### config.mk
export PLATFORM = sky130hd
export DESIGN_NAME = memory_ctrl
export DESIGN_NICKNAME = d
export VERILOG_FILES = /design/src/rtl/memory_ctrl.sv
export SDC_FILE = /design/constraint.sdc
export NUM_CORES = 1
export LEC_CHECK = 0
export BUFFER_PORTS_ARGS = -buffer_cell sky130_fd_sc_hd__buf_2
export CAP_MARGIN = 0
export CORE_AREA = 2 2 140 142
export DETAILED_ROUTE_END_ITERATION = 8
export DIE_AREA = 0 0 142 144
export GPL_TIMING_DRIVEN = 0
export MAX_ROUTING_LAYER = met4
export PLACE_DENSITY = 0.55
export SLEW_MARGIN = 40
export SYNTH_ARGS = -nofsm -noshare
export SYNTH_HDL_FRONTEND = slang
export SYNTH_SLANG_ARGS = --single-unit
### constraint.sdc
create_clock -name CLK_cpu -period 1.85 [get_ports CLK_cpu]
set_input_delay 0.2775 -clock CLK_cpu [delete_from_list [all_inputs] [get_ports CLK_cpu]]
set_output_delay 0.2775 -clock CLK_cpu [all_outputs]
set_load 0.1 [all_outputs]
### src/rtl/memory_ctrl.sv
// ============================================================================
// Module   : memory_ctrl
// Purpose  : CPU data-access decoder (user/video/keyboard) and cache-line
//            refill sequencer. Optional macro KEYBOARD_EN enables the KEY region.
// Revision : 1.0  initial release
// ============================================================================
`default_nettype none

module memory_ctrl #(
   parameter int          ADDR_W     = 20,
   parameter int          LINE_WORDS = 4,
   parameter logic [31:0] VIDEO_BASE = 32'hF0000000,
   parameter int          VIDEO_SIZE = 1500,
   parameter logic [31:0] KEY_ADDR   = 32'hFFFFFFFF
) (
   input  logic        CLK_cpu,
   input  logic        reset,
   input  logic        mem_en,
   input  logic [1:0]  store_size,
   input  logic [31:0] mem_addr,
   input  logic [31:0] write_data,
   input  logic [31:0] next_PC,
   input  logic        icache_miss,
   input  logic        dcache_miss,
   input  logic [31:0] dcache_rdata,
   output logic        dcache_read_en,
   output logic        dcache_write_en,
   output logic [31:0] dcache_write_data,
   output logic        icache_fill_we,
   output logic        dcache_fill_we,
   output logic [31:0] fill_addr,
   output logic [31:0] fill_data,
   output logic        bus_req,
   output logic [31:0] bus_addr,
   input  logic [31:0] bus_rdata,
   input  logic        bus_valid,
   input  logic [7:0]  pressed_key,
   output logic        clean_key_buffer,
   output logic        video_write_enable,
   output logic [7:0]  video_write_data,
   output logic [10:0] video_write_addr,
   output logic [31:0] read_data,
   output logic        stall,
   output logic        access_err
);

   localparam int               c_CNT_W     = (LINE_WORDS > 1) ? $clog2(LINE_WORDS) : 1;
   localparam int               c_OFF_W     = $clog2(LINE_WORDS) + 2;
   localparam logic [31:0]      c_LINE_MASK = ~((32'd1 << c_OFF_W) - 32'd1);
   localparam logic [c_CNT_W-1:0] c_LAST    = c_CNT_W'(LINE_WORDS - 1);

   typedef enum logic [1:0] {
      S_IDLE   = 2'd0,
      S_FILL_D = 2'd1,
      S_FILL_I = 2'd2
   } state_t;

   state_t               r_state, w_state_nxt;
   logic [c_CNT_W-1:0]   r_word_cnt, w_cnt_nxt;
   logic [31:0]          r_line_base, w_base_nxt;
   logic                 r_access_err;

   logic        w_user, w_video, w_key;
   logic [32:0] w_addr_ext;
   logic        w_load, w_byte, w_accept, w_err, w_fill;

   // Region decode; USER takes precedence, then VIDEO, then KEY.
   assign w_addr_ext = {1'b0, mem_addr};
   assign w_user     = (mem_addr[31:ADDR_W] == '0);
   assign w_video    = !w_user && (w_addr_ext >= {1'b0, VIDEO_BASE})
                       && (w_addr_ext < ({1'b0, VIDEO_BASE} + 33'(VIDEO_SIZE)));

`ifdef KEYBOARD_EN
   assign w_key = !w_user && !w_video && (mem_addr == KEY_ADDR);
`else
   logic w_unused_key;
   assign w_key        = 1'b0;
   assign w_unused_key = ^{pressed_key, (mem_addr == KEY_ADDR)};
`endif

   assign w_load   = (store_size == 2'b11);
   assign w_byte   = (store_size == 2'b00);
   assign w_accept = mem_en && !stall && !reset;
   assign w_err    = !w_user && !(w_video && w_byte) && !(w_key && w_load);

   assign dcache_read_en     = w_accept && w_user && w_load;
   assign dcache_write_en    = w_accept && w_user && !w_load;
   assign dcache_write_data  = write_data;
   assign video_write_enable = w_accept && w_video && w_byte;
   assign video_write_data   = write_data[7:0];
   assign video_write_addr   = mem_addr[10:0] - VIDEO_BASE[10:0];

`ifdef KEYBOARD_EN
   assign clean_key_buffer = w_accept && w_key && w_load;
`else
   assign clean_key_buffer = 1'b0;
`endif

   always_comb begin
      read_data = 32'd0;
      if (w_user)
         read_data = dcache_rdata;
      else if (w_key)
         read_data = {24'd0, pressed_key};
   end

   assign bus_req        = (r_state != S_IDLE);
   assign bus_addr       = r_line_base + {{(32-c_CNT_W-2){1'b0}}, r_word_cnt, 2'b00};
   assign stall          = bus_req || dcache_miss || icache_miss;
   assign w_fill         = bus_req && bus_valid && !reset;
   assign dcache_fill_we = w_fill && (r_state == S_FILL_D);
   assign icache_fill_we = w_fill && (r_state == S_FILL_I);
   assign fill_addr      = bus_addr;
   assign fill_data      = bus_rdata;
   assign access_err     = r_access_err;

   always_comb begin
      w_state_nxt = r_state;
      w_cnt_nxt   = r_word_cnt;
      w_base_nxt  = r_line_base;
      case (r_state)
         S_IDLE: begin
            if (dcache_miss) begin
               w_state_nxt = S_FILL_D;
               w_base_nxt  = mem_addr & c_LINE_MASK;
               w_cnt_nxt   = '0;
            end else if (icache_miss) begin
               w_state_nxt = S_FILL_I;
               w_base_nxt  = next_PC & c_LINE_MASK;
               w_cnt_nxt   = '0;
            end
         end
         S_FILL_D, S_FILL_I: begin
            if (bus_valid) begin
               if (r_word_cnt == c_LAST) begin
                  w_state_nxt = S_IDLE;
                  w_cnt_nxt   = '0;
               end else begin
                  w_cnt_nxt = r_word_cnt + c_CNT_W'(1);
               end
            end
         end
         default: begin
            w_state_nxt = S_IDLE;
            w_cnt_nxt   = '0;
         end
      endcase
   end

   always_ff @(posedge CLK_cpu) begin
      if (reset) begin
         r_state      <= S_IDLE;
         r_word_cnt   <= '0;
         r_line_base  <= 32'd0;
         r_access_err <= 1'b0;
      end else begin
         r_state      <= w_state_nxt;
         r_word_cnt   <= w_cnt_nxt;
         r_line_base  <= w_base_nxt;
         r_access_err <= w_accept && w_err;
      end
   end

endmodule

`default_nettype wire

==> reports/metrics.yaml <==
hp-class: "in -> reg"
grt_max_degree: 11
cts_root_buffer: "clkbuf_16"
final_common_cell: "buf_2"
top_layer: "met4"
clock_latency_ps: 290
setup.worst_path.start_class: "flip-flop"
first_pass_iters: 4
grt_use_total_pct: 11.7
ios: 364
wl_met3_um: 897
clock.fmax_ghz: 0.441
ant_nets: 0
die_x_um: 142
clkPwrFrac_pct: 16.2
via_count: 3233
cp_cell_sequence: "inv_2 -> ha_4 -> or3b_4 -> nor3b_4 -> nand2_2 -> a21oi_4 -> buf_12"
finalSetupViolCount: 37
final-max-slew-violation-count: 0
critPathKind: "reg -> out"
crit_family: "simple AND/OR/NAND/NOR gates"
ys_seq_area_share_pct: 23.9
maxSlewHeadroom_pct: 61.1
grt_pass1_wl_um: 17200
final-hold-violation-count: 0
rsz0062_at_grt: "true"
holdWs_ps: 316
grt_pass1_vias: 2932
final.fill_count: 1998
synthArstFlopShare_pct: 0
post-route-period-util_pct: 123
critPathBufInv: 2
endpoint_kind: "output port"
pre_cts_slack_ps: -1120
syn_to_final_growth_pct: 106
p_int_w: 0.00245
ys_seq_elements: 33
violations: "negative setup slack"
min_period_ps: 2270
syn_area_per_cell_um2: 8.21
portBuffers: 278
core_area_um2: 19100
power_switching_w: 0.00385
swShare_pct: 61.1
syn_inst: 337
htree_levels: 2
clkTransAtPathRegs_ps: 50
cts-buffers-inserted: 5
hpwl_um: 10300
combPwrFrac_pct: 68.4
most-common-layout-cells: "241 x buf_2, 133 x buf_4, 36 x buf_12, 33 x nor2_1, 32 x and2_4"
cts_sinks: 33
synth_cell_types: 30
seq_power_share_pct: 15.5
cts_tree: "done"
post_drt_wl_per_cell_um: 14.6
layout_setup_ws_ps: -419
peakVddDrop_mv: 0.538
antenna_found_initial: 1
met1_length_um: 5410
skew_ps: 7.22
critPathRequiredTime_ps: 1570
place_congestion: 0.728
die_area_um2: 20400
detail_route.drc_violations: 0
layout-drive-gt1-share_pct: 76.3
drt_iter0_drc: 137
rows: 51
synth_edf_count: 0
wl_um: 13000
leakage_nw: 3.04
critPathSlowestCell: "or3b_4"
holdBufCountCts: 0
grt_overflow: 0
clockBufferDepth: 2
nNetsFinal: 828
maxCapViolCount: 0
yosys_warnings: 0
tightestPinTransition_ps: 583
via_per_inst: 3.64
synth_ff_type: "dfxtp_1"
netlist_area_um2: 2770
cp_slowest_stage_delay_ps: 400
status: "finished, violations left"
die_height_um: 144
wl_met2_um: 6560
powerDensity_nw_per_um2: 1100
start_util_pct: 14.5
crit_arrival_ps: 1990
cp_max_fo: 3
## metal layers
metal	track usage, %	vias up
met1	14.9	1440
met2	18.9	164
li1	-	1622
met4	3.00	0
met5	-	-
met3	2.45	7
## cell usage after synthesis, drive strengths merged, types with 4 or more instances
master  instances  share of area (%)
a211oi         28                7.6
mux2i          29                 10
inv             4               0.54
nor4            5                1.1
ha              4                1.8
nor2           36                5.0
dfxtp          33                 24
nand4           4               0.90
clkbuf          9                1.2
nand2           7               0.95
and2           33                7.5
buf           127                 34
## power by group through the flow
stage          clock network, W  registers, W  logic [W]
2_1_floorplan                 0       0.00192    0.00263
3_3_place_gp                  0      0.000992    0.00419
3_5_place_dp                  0      0.000993    0.00420
4_1_cts                 0.00106      0.000980    0.00427
5_1_grt                 0.00108       0.00100    0.00447
6_report                0.00102      0.000975    0.00431
## cell type report
type	instances	area (um2)	share of cell area, %
Sequential cell	33	666	11.7
Antenna cell	1	2.50	0.0438
Clock buffer	7	143	2.50
Clock inverter	1	30.0	0.526
Inverter	4	15.0	0.263
Tap cell	238	298	5.21
Multi-Input combinational cell	168	1350	23.6
Buffer	135	1010	17.7
Timing Repair Buffer	301	2190	38.4
## kinds of logic (layout without fill, tap and decap cells)
logic type	count (synthesis)	in the layout	share of synthesized area (%)
AOI/OAI and AO/OA	34	34	9.23
adders and majority gates	4	4	1.81
buffers and inverters	140	448	35.3
DFF	33	33	23.9
muxes	30	30	11.0
other	1	6	0.136
and+or+nand+nor	95	95	18.6
## worst paths after layout
path / from / end / slack, ps / depth (start not counted)
hold / removal: bus_valid / r_word_cnt[0] / 320 / 3
setup reg to reg: r_state[1] / r_state[0] / 160 / 7
hold reg to reg: r_word_cnt[1] / r_word_cnt[1] / 470 / 2
setup / recovery: r_state[1] / dcache_write_en / -420 / 7
## worst reg2reg max path, cell delays in order (launching register included)
cell and delay, ps:
dfxtp_2 330, inv_2 70, ha_4 130, or3b_4 400
buf_4 180, a21boi_4 150, mux2_4 300, nor2_2 70
## sequential cells by signal, indices dropped and copies added, names as in the netlist
name,count
r_state,2
r_line_base,28
r_word_cnt,2
access_err,1
## through the flow
step	cells	total power, W	utilization, %	instance area (um2)	TNS (ps)
2_1_floorplan	341	0.00454	-	2920	-3680
3_3_place_gp	857	0.00518	24.1	4610	-30140
4_1_cts	880	0.00631	28.7	5470	-2440
5_1_grt	888	0.00656	29.9	5710	-8000
3_5_place_dp	857	0.00520	24.1	4610	-29800
6_report	888	0.00631	29.9	5710	-5560
## timing repair
| action | in CTS | in global routing |
|---|---|---|
| setup buffers | 14 | 7 |
| resized for setup | 174 | 59 |
| setup endpoints to repair | 49 | 58 |
| pin swaps | 21 | 16 |
| cloned | 2 | 1 |
Note: power is estimated with default switching activity, not from simulation.
